--- config.mk ---
export PLATFORM = sky130hd
export DESIGN_NAME = mem_arb
export DESIGN_NICKNAME = d
export VERILOG_FILES = /design/src/rtl/mem_arb_pkg.sv /design/src/rtl/mem_arb_pick.sv /design/src/rtl/mem_arb.sv
export SDC_FILE = /design/constraint.sdc
export NUM_CORES = 1
export LEC_CHECK = 0
export CORE_MARGIN = 8
export CORE_UTILIZATION = 36
export DETAILED_ROUTE_END_ITERATION = 10
export GPL_TIMING_DRIVEN = 0
export PLACE_DENSITY = 0.74
export SYNTH_ARGS = -nofsm -noshare
export SYNTH_HDL_FRONTEND = slang
export SYNTH_HIERARCHICAL = 1
export SYNTH_SLANG_ARGS = --single-unit
--- constraint.sdc ---
create_clock -name CLK -period 6.1 [get_ports CLK]
set_clock_uncertainty 0.2 [all_clocks]
set_input_delay 0.61 -clock CLK [delete_from_list [all_inputs] [get_ports CLK]]
set_output_delay 0.61 -clock CLK [all_outputs]
set_load 0.02 [all_outputs]
--- src/rtl/mem_arb_pkg.sv ---
// Shared types and defaults for the memory arbiter: FSM state encoding,
// requester (owner) encoding and default bus widths / latency.
package mem_arb_pkg;

   typedef enum logic [1:0] {
      ST_IDLE = 2'd0,
      ST_BUSY = 2'd1,
      ST_DONE = 2'd2
   } state_t;

   typedef enum logic {
      OWN_IF = 1'b0,
      OWN_DM = 1'b1
   } owner_t;

   localparam int DEF_ADDR_W  = 16;
   localparam int DEF_DATA_W  = 32;
   localparam int DEF_MEM_LAT = 2;

endpackage

--- src/rtl/mem_arb_pick.sv ---
// Grant selection between the fetch and data requesters.
// When both are pending, the requester that was not the last owner wins.
// Fixed DM-over-IF priority falls out of this rule when last_owner is
// held at OWN_IF, so one selection circuit serves both arbitration modes.
module mem_arb_pick
   import mem_arb_pkg::*;
(
   input  logic   IF_REQ,
   input  logic   DM_REQ,
   input  owner_t last_owner,
   output logic   grant_valid,
   output owner_t grant_owner
);

   // pick the winner among the pending requesters
   always_comb begin
      grant_valid = IF_REQ | DM_REQ;
      grant_owner = OWN_IF;
      if (DM_REQ && !IF_REQ) begin
         grant_owner = OWN_DM;
      end else if (DM_REQ && IF_REQ) begin
         grant_owner = (last_owner == OWN_IF) ? OWN_DM : OWN_IF;
      end
   end

endmodule

--- src/rtl/mem_arb.sv ---
// Single-port memory arbiter between instruction fetch (IF) and
// load/store (DM) requesters. Serializes accesses, applies a fixed
// memory latency, returns registered read data and a one-cycle ACK.
// Build option: define MEM_ARB_RR_EN for round-robin arbitration
// (last-owner register); otherwise DM has fixed priority over IF.
//
// state   | meaning
// --------+------------------------------------------------------------
// IDLE    | no access in flight; grant a pending request
// BUSY    | memory enabled with latched request, counting down latency
// DONE    | owner's ACK high for one cycle, memory idle, REQ ignored
module mem_arb
   import mem_arb_pkg::*;
#(
   parameter int ADDR_W  = DEF_ADDR_W,
   parameter int DATA_W  = DEF_DATA_W,
   parameter int MEM_LAT = DEF_MEM_LAT
) (
   input  logic              CLK,
   input  logic              RST_F,
   input  logic              IF_REQ,
   input  logic [ADDR_W-1:0] IF_ADDR,
   output logic [DATA_W-1:0] IF_RDATA,
   output logic              IF_ACK,
   input  logic              DM_REQ,
   input  logic              DM_WE,
   input  logic [ADDR_W-1:0] DM_ADDR,
   input  logic [DATA_W-1:0] DM_WDATA,
   output logic [DATA_W-1:0] DM_RDATA,
   output logic              DM_ACK,
   output logic              MEM_EN,
   output logic              MEM_WE,
   output logic [ADDR_W-1:0] MEM_ADDR,
   output logic [DATA_W-1:0] MEM_WDATA,
   input  logic [DATA_W-1:0] MEM_RDATA,
   output logic              BUSY
);

   localparam logic [3:0] LAT_M1 = 4'(MEM_LAT - 1);

   state_t     state;
   logic [3:0] count;
   owner_t     owner;
   owner_t     last_owner;
   logic       grant_valid;
   owner_t     grant_owner;

`ifndef MEM_ARB_RR_EN
   // fixed priority: pretend IF always owned last so DM wins ties
   assign last_owner = OWN_IF;
`endif

   mem_arb_pick u_pick (
      .IF_REQ      (IF_REQ),
      .DM_REQ      (DM_REQ),
      .last_owner  (last_owner),
      .grant_valid (grant_valid),
      .grant_owner (grant_owner)
   );

   // arbitration FSM; memory-side values double as the latched request
   always_ff @(posedge CLK or negedge RST_F) begin
      if (!RST_F) begin
         state     <= ST_IDLE;
         count     <= 4'd0;
         owner     <= OWN_IF;
`ifdef MEM_ARB_RR_EN
         last_owner <= OWN_IF;
`endif
         IF_RDATA  <= '0;
         IF_ACK    <= 1'b0;
         DM_RDATA  <= '0;
         DM_ACK    <= 1'b0;
         MEM_EN    <= 1'b0;
         MEM_WE    <= 1'b0;
         MEM_ADDR  <= '0;
         MEM_WDATA <= '0;
         BUSY      <= 1'b0;
      end else begin
         case (state)
            ST_IDLE: begin
               if (grant_valid) begin
                  state  <= ST_BUSY;
                  count  <= LAT_M1;
                  owner  <= grant_owner;
`ifdef MEM_ARB_RR_EN
                  last_owner <= grant_owner;
`endif
                  MEM_EN <= 1'b1;
                  BUSY   <= 1'b1;
                  if (grant_owner == OWN_DM) begin
                     MEM_WE    <= DM_WE;
                     MEM_ADDR  <= DM_ADDR;
                     MEM_WDATA <= DM_WDATA;
                  end else begin
                     MEM_WE    <= 1'b0;
                     MEM_ADDR  <= IF_ADDR;
                     MEM_WDATA <= '0;
                  end
               end
            end
            ST_BUSY: begin
               if (count == 4'd0) begin
                  state     <= ST_DONE;
                  MEM_EN    <= 1'b0;
                  MEM_WE    <= 1'b0;
                  MEM_ADDR  <= '0;
                  MEM_WDATA <= '0;
                  if (owner == OWN_IF) begin
                     IF_ACK   <= 1'b1;
                     IF_RDATA <= MEM_RDATA;
                  end else begin
                     DM_ACK <= 1'b1;
                     if (!MEM_WE) begin
                        DM_RDATA <= MEM_RDATA;
                     end
                  end
               end else begin
                  count <= count - 4'd1;
               end
            end
            ST_DONE: begin
               state  <= ST_IDLE;
               IF_ACK <= 1'b0;
               DM_ACK <= 1'b0;
               BUSY   <= 1'b0;
            end
            default: begin
               state <= ST_IDLE;
            end
         endcase
      end
   end

endmodule
==> results.yml <==
status:
  status: "finished clean"
critical_path:
  path_delay_family: "buffers and inverters"
  timing_worst_setup_path_type: "in -> reg"
  startpoint_type: "input port"
  end_kind: "flip-flop"
  ff2ff_setup_slack_ns: 3.45
  crit_chain: "clkdlybuf4s50_1 -> a21boi_1 -> clkbuf_1 -> and2_1 -> clkbuf_1 -> clkbuf_1 -> a22o_1"
  required_ns: 6.24
  worstRegToRegCells: 6
  r2r-start: "count[0]"
  r2r_end: "DM_RDATA[5]"
  critPathMaxFanout: 10
  slowest_stage: "clkdlybuf4s50_1"
  critPathArrivalTime_ns: 2.83
  path_common_cell: "clkbuf_1"
  cp_num_buf_inv: 4
  max_stage_delay_ns: 0.46
synthesis:
  syn_area_per_cell_um2: 14.9
  netlist-cell-type-count: 35
  synth_top_area_cell: "dfrtp_1"
  synth-seq-cells: 124
  yosysSeqAreaShare_pct: 62.5
  ys.flop_type: "dfrtp_1"
  netlist_instances: 333
  synth_area_um2: 4970
  synth_most_common_cell: "dfrtp_1"
  synth_edf_count: 0
  synth_top_area_share_pct: 62.5
  synthTopCellsByCount: "dfrtp_1 (124), mux2_2 (35), a22o_1 (34)"
  yosysWarnings: 6
  synth_fp_nets: 436
  netlist_top_cells_area: "dfrtp_1 (62%), mux2_4 (8.8%), mux2_2 (7.9%), a22o_1 (6.0%), mux2i_1 (3.8%)"
  synthArstFlopShare_pct: 100
sta:
  maxSlewHeadroom_pct: 53.0
  finalMaxSlewViolations: 0
  post-route-period-util_pct: 44.1
  finalCriticalPeriod_ns: 2.69
  rsz0062_at_grt: "no"
  finalHoldViolCount: 0
  tightest_slew_ns: 0.705
  finalSetupViolations: 0
  max_freq_mhz: 372
power_and_ir_drop:
  power_density_nw_per_um2: 581
  leakage_nw: 3.53
  vdd_drop_max_mv: 0.302
  power.total_mw: 4.62
detailed_routing:
  vias_per_cell: 4.77
  finalWirelength_um: 14000
  vias: 3636
  first_iter_violations: 128
  drc: 0
  antenna_left: 0
  wl_per_cell_um: 18.4
  dr.pass1.iters: 6
grt:
  met3_usage_pct: 6.44
  grtUsageMet2_pct: 26.4
  grt_max_degree: 88
  antenna_found_initial: 0
  grt_usage_pct: 16.1
  grt_use_met1_pct: 18.8
  grt_pass1_wl_um: 22600
  busiest_layer: "met2"
  grt_overflow: 0
  grt_pass1_vias: 4074
cells_and_area:
  antenna_cells: 0
  final_util_pct: 58.2
  final_area_um2: 7950
  area_growth_pct: 60.1
  drive_above_1_share_pct: 18.0
  stdcell_count: 762
  fin_nets: 674
floorplan:
  core_area_um2: 13700
  dieArea_um2: 17800
  io_pins: 218
  num_rows: 43
  die_width_um: 133
  start_util_pct: 36.3
  fp.dieH_um: 133
min_path:
  min_to: "IF_ACK"
  hold_start: "IF_ACK"
  min_path_type: "reg -> reg"
  min_path_cells: 2
placed_design:
  gp_congestion: 0.779
  port_buffers: 217
  placedCellCount: 731
  dp_hpwl_um: 10500
  placed_area_um2: 7390
clocking:
  cts_sinks: 124
  insertion_delay_ns: 0.41
  cts_tree: "done"
  postCtsSetupBuffers: 0
  cts_root_buf: "clkbuf_16"
  h-tree-depth: 4
  ctsResizeCount: 0
  cts_inserted_buffers: 17
  cts_buffer_depth: 2
  clk_pin_slew_ns: 0.06
flow_run:
  maxCapViolCount: 0
[metrics by stage]
stage               setup slack (ns)  hold WS (ns)  TNS [ns]
floorplan                       3.75         0.114         0
finish                          3.41         0.280         0
global route                    3.22         0.317         0
CTS                             3.40         0.283         0
detailed placement              2.98         0.270         0
global placement              -0.434         0.265    -52.72
[routing by layer]
| layer | vias up | routed length (um) |
|---|---|---|
| met5 | - | 0 |
| met4 | 0 | 172 |
| met3 | 13 | 1070 |
| met2 | 134 | 6950 |
| met1 | 1811 | 5810 |
| li1 | 1678 | - |
[repair_timing]
| item | CTS | global route |
|---|---|---|
| endpoints found under the hold margin | 37 | 0 |
| hold buffers | 1 | 0 |
| setup endpoints to repair | 0 | 0 |
[worst register-to-register path: cells and delay by family, from the launching register on]
| kind | cells | cell delay (ns) |
|---|---|---|
| muxes | 1 | 0.36 |
| DFF | 1 | 0.40 |
| adders and majority gates | 1 | 0.20 |
| and+or+nand+nor | 2 | 1.00 |
| buffers and inverters | 2 | 0.38 |
[flip-flops by register name, indices dropped and copies added (netlist names)]
name	cells
DM_RDATA	32
IF_RDATA	32
MEM_WDATA	32
MEM_ADDR	16
count	4
state	2
BUSY	1
DM_ACK	1
IF_ACK	1
MEM_EN	1
MEM_WE	1
owner	1
[worst max-delay path by stage]
stage	startpoint	to	depth (start not counted)
after floorplan	count[0]	IF_RDATA[0]	7
after global placement	RST_F	MEM_ADDR[8]	1
after detailed placement	DM_REQ	MEM_WDATA[11]	7
after CTS	count[0]	DM_RDATA[5]	6
after global routing	DM_REQ	MEM_WDATA[7]	7
final	DM_REQ	MEM_WDATA[13]	7
[cell type report]
cell class	instances	area (um2)
tap	180	225
multi-input combinational	184	1720
clock inverter	9	97.6
timing repair buffer	219	2210
clock buffer	21	450
sequential	124	3100
inverter	3	11.3
fill	1112	5710
buffer	22	131
[logic make-up after synthesis]
| kind of cell | Yosys count | share of synthesized area (%) |
|---|---|---|
| simple gates | 39 | 4.38 |
| flops | 124 | 62.5 |
| buf+inv | 25 | 2.87 |
| compound gates | 59 | 9.17 |
| other cells | 1 | 0.0755 |
| mux | 83 | 20.5 |
| fa+ha+maj | 2 | 0.504 |
[power breakdown]
part	total [mW]	switching [mW]	internal [mW]	leakage, nW
clock	0.949	0.347	0.602	0.272
combinational	2.21	1.04	1.17	1.72
sequential	1.46	0.239	1.22	1.54
[cell usage in the layout (no fill, tap or decap), types with 2 or more instances in the layout]
master	Yosys	routed
a22o_1	34	34
nor2_1	3	3
dfrtp_1	124	124
nand2_1	20	20
mux2_4	29	29
mux2i_1	19	19
clkinv_2	0	6
buf_6	5	6
mux2_2	35	35
bufinv_16	0	2
nor3_1	3	3
o21ai_0	4	4
nor3b_1	2	2
clkdlybuf4s50_1	0	216
ha_1	2	2
clkbuf_16	0	17
clkbuf_1	13	16
inv_1	3	3
o22ai_1	15	15
buf_4	3	3
No activity file was read; power rests on OpenSTA's default activity.
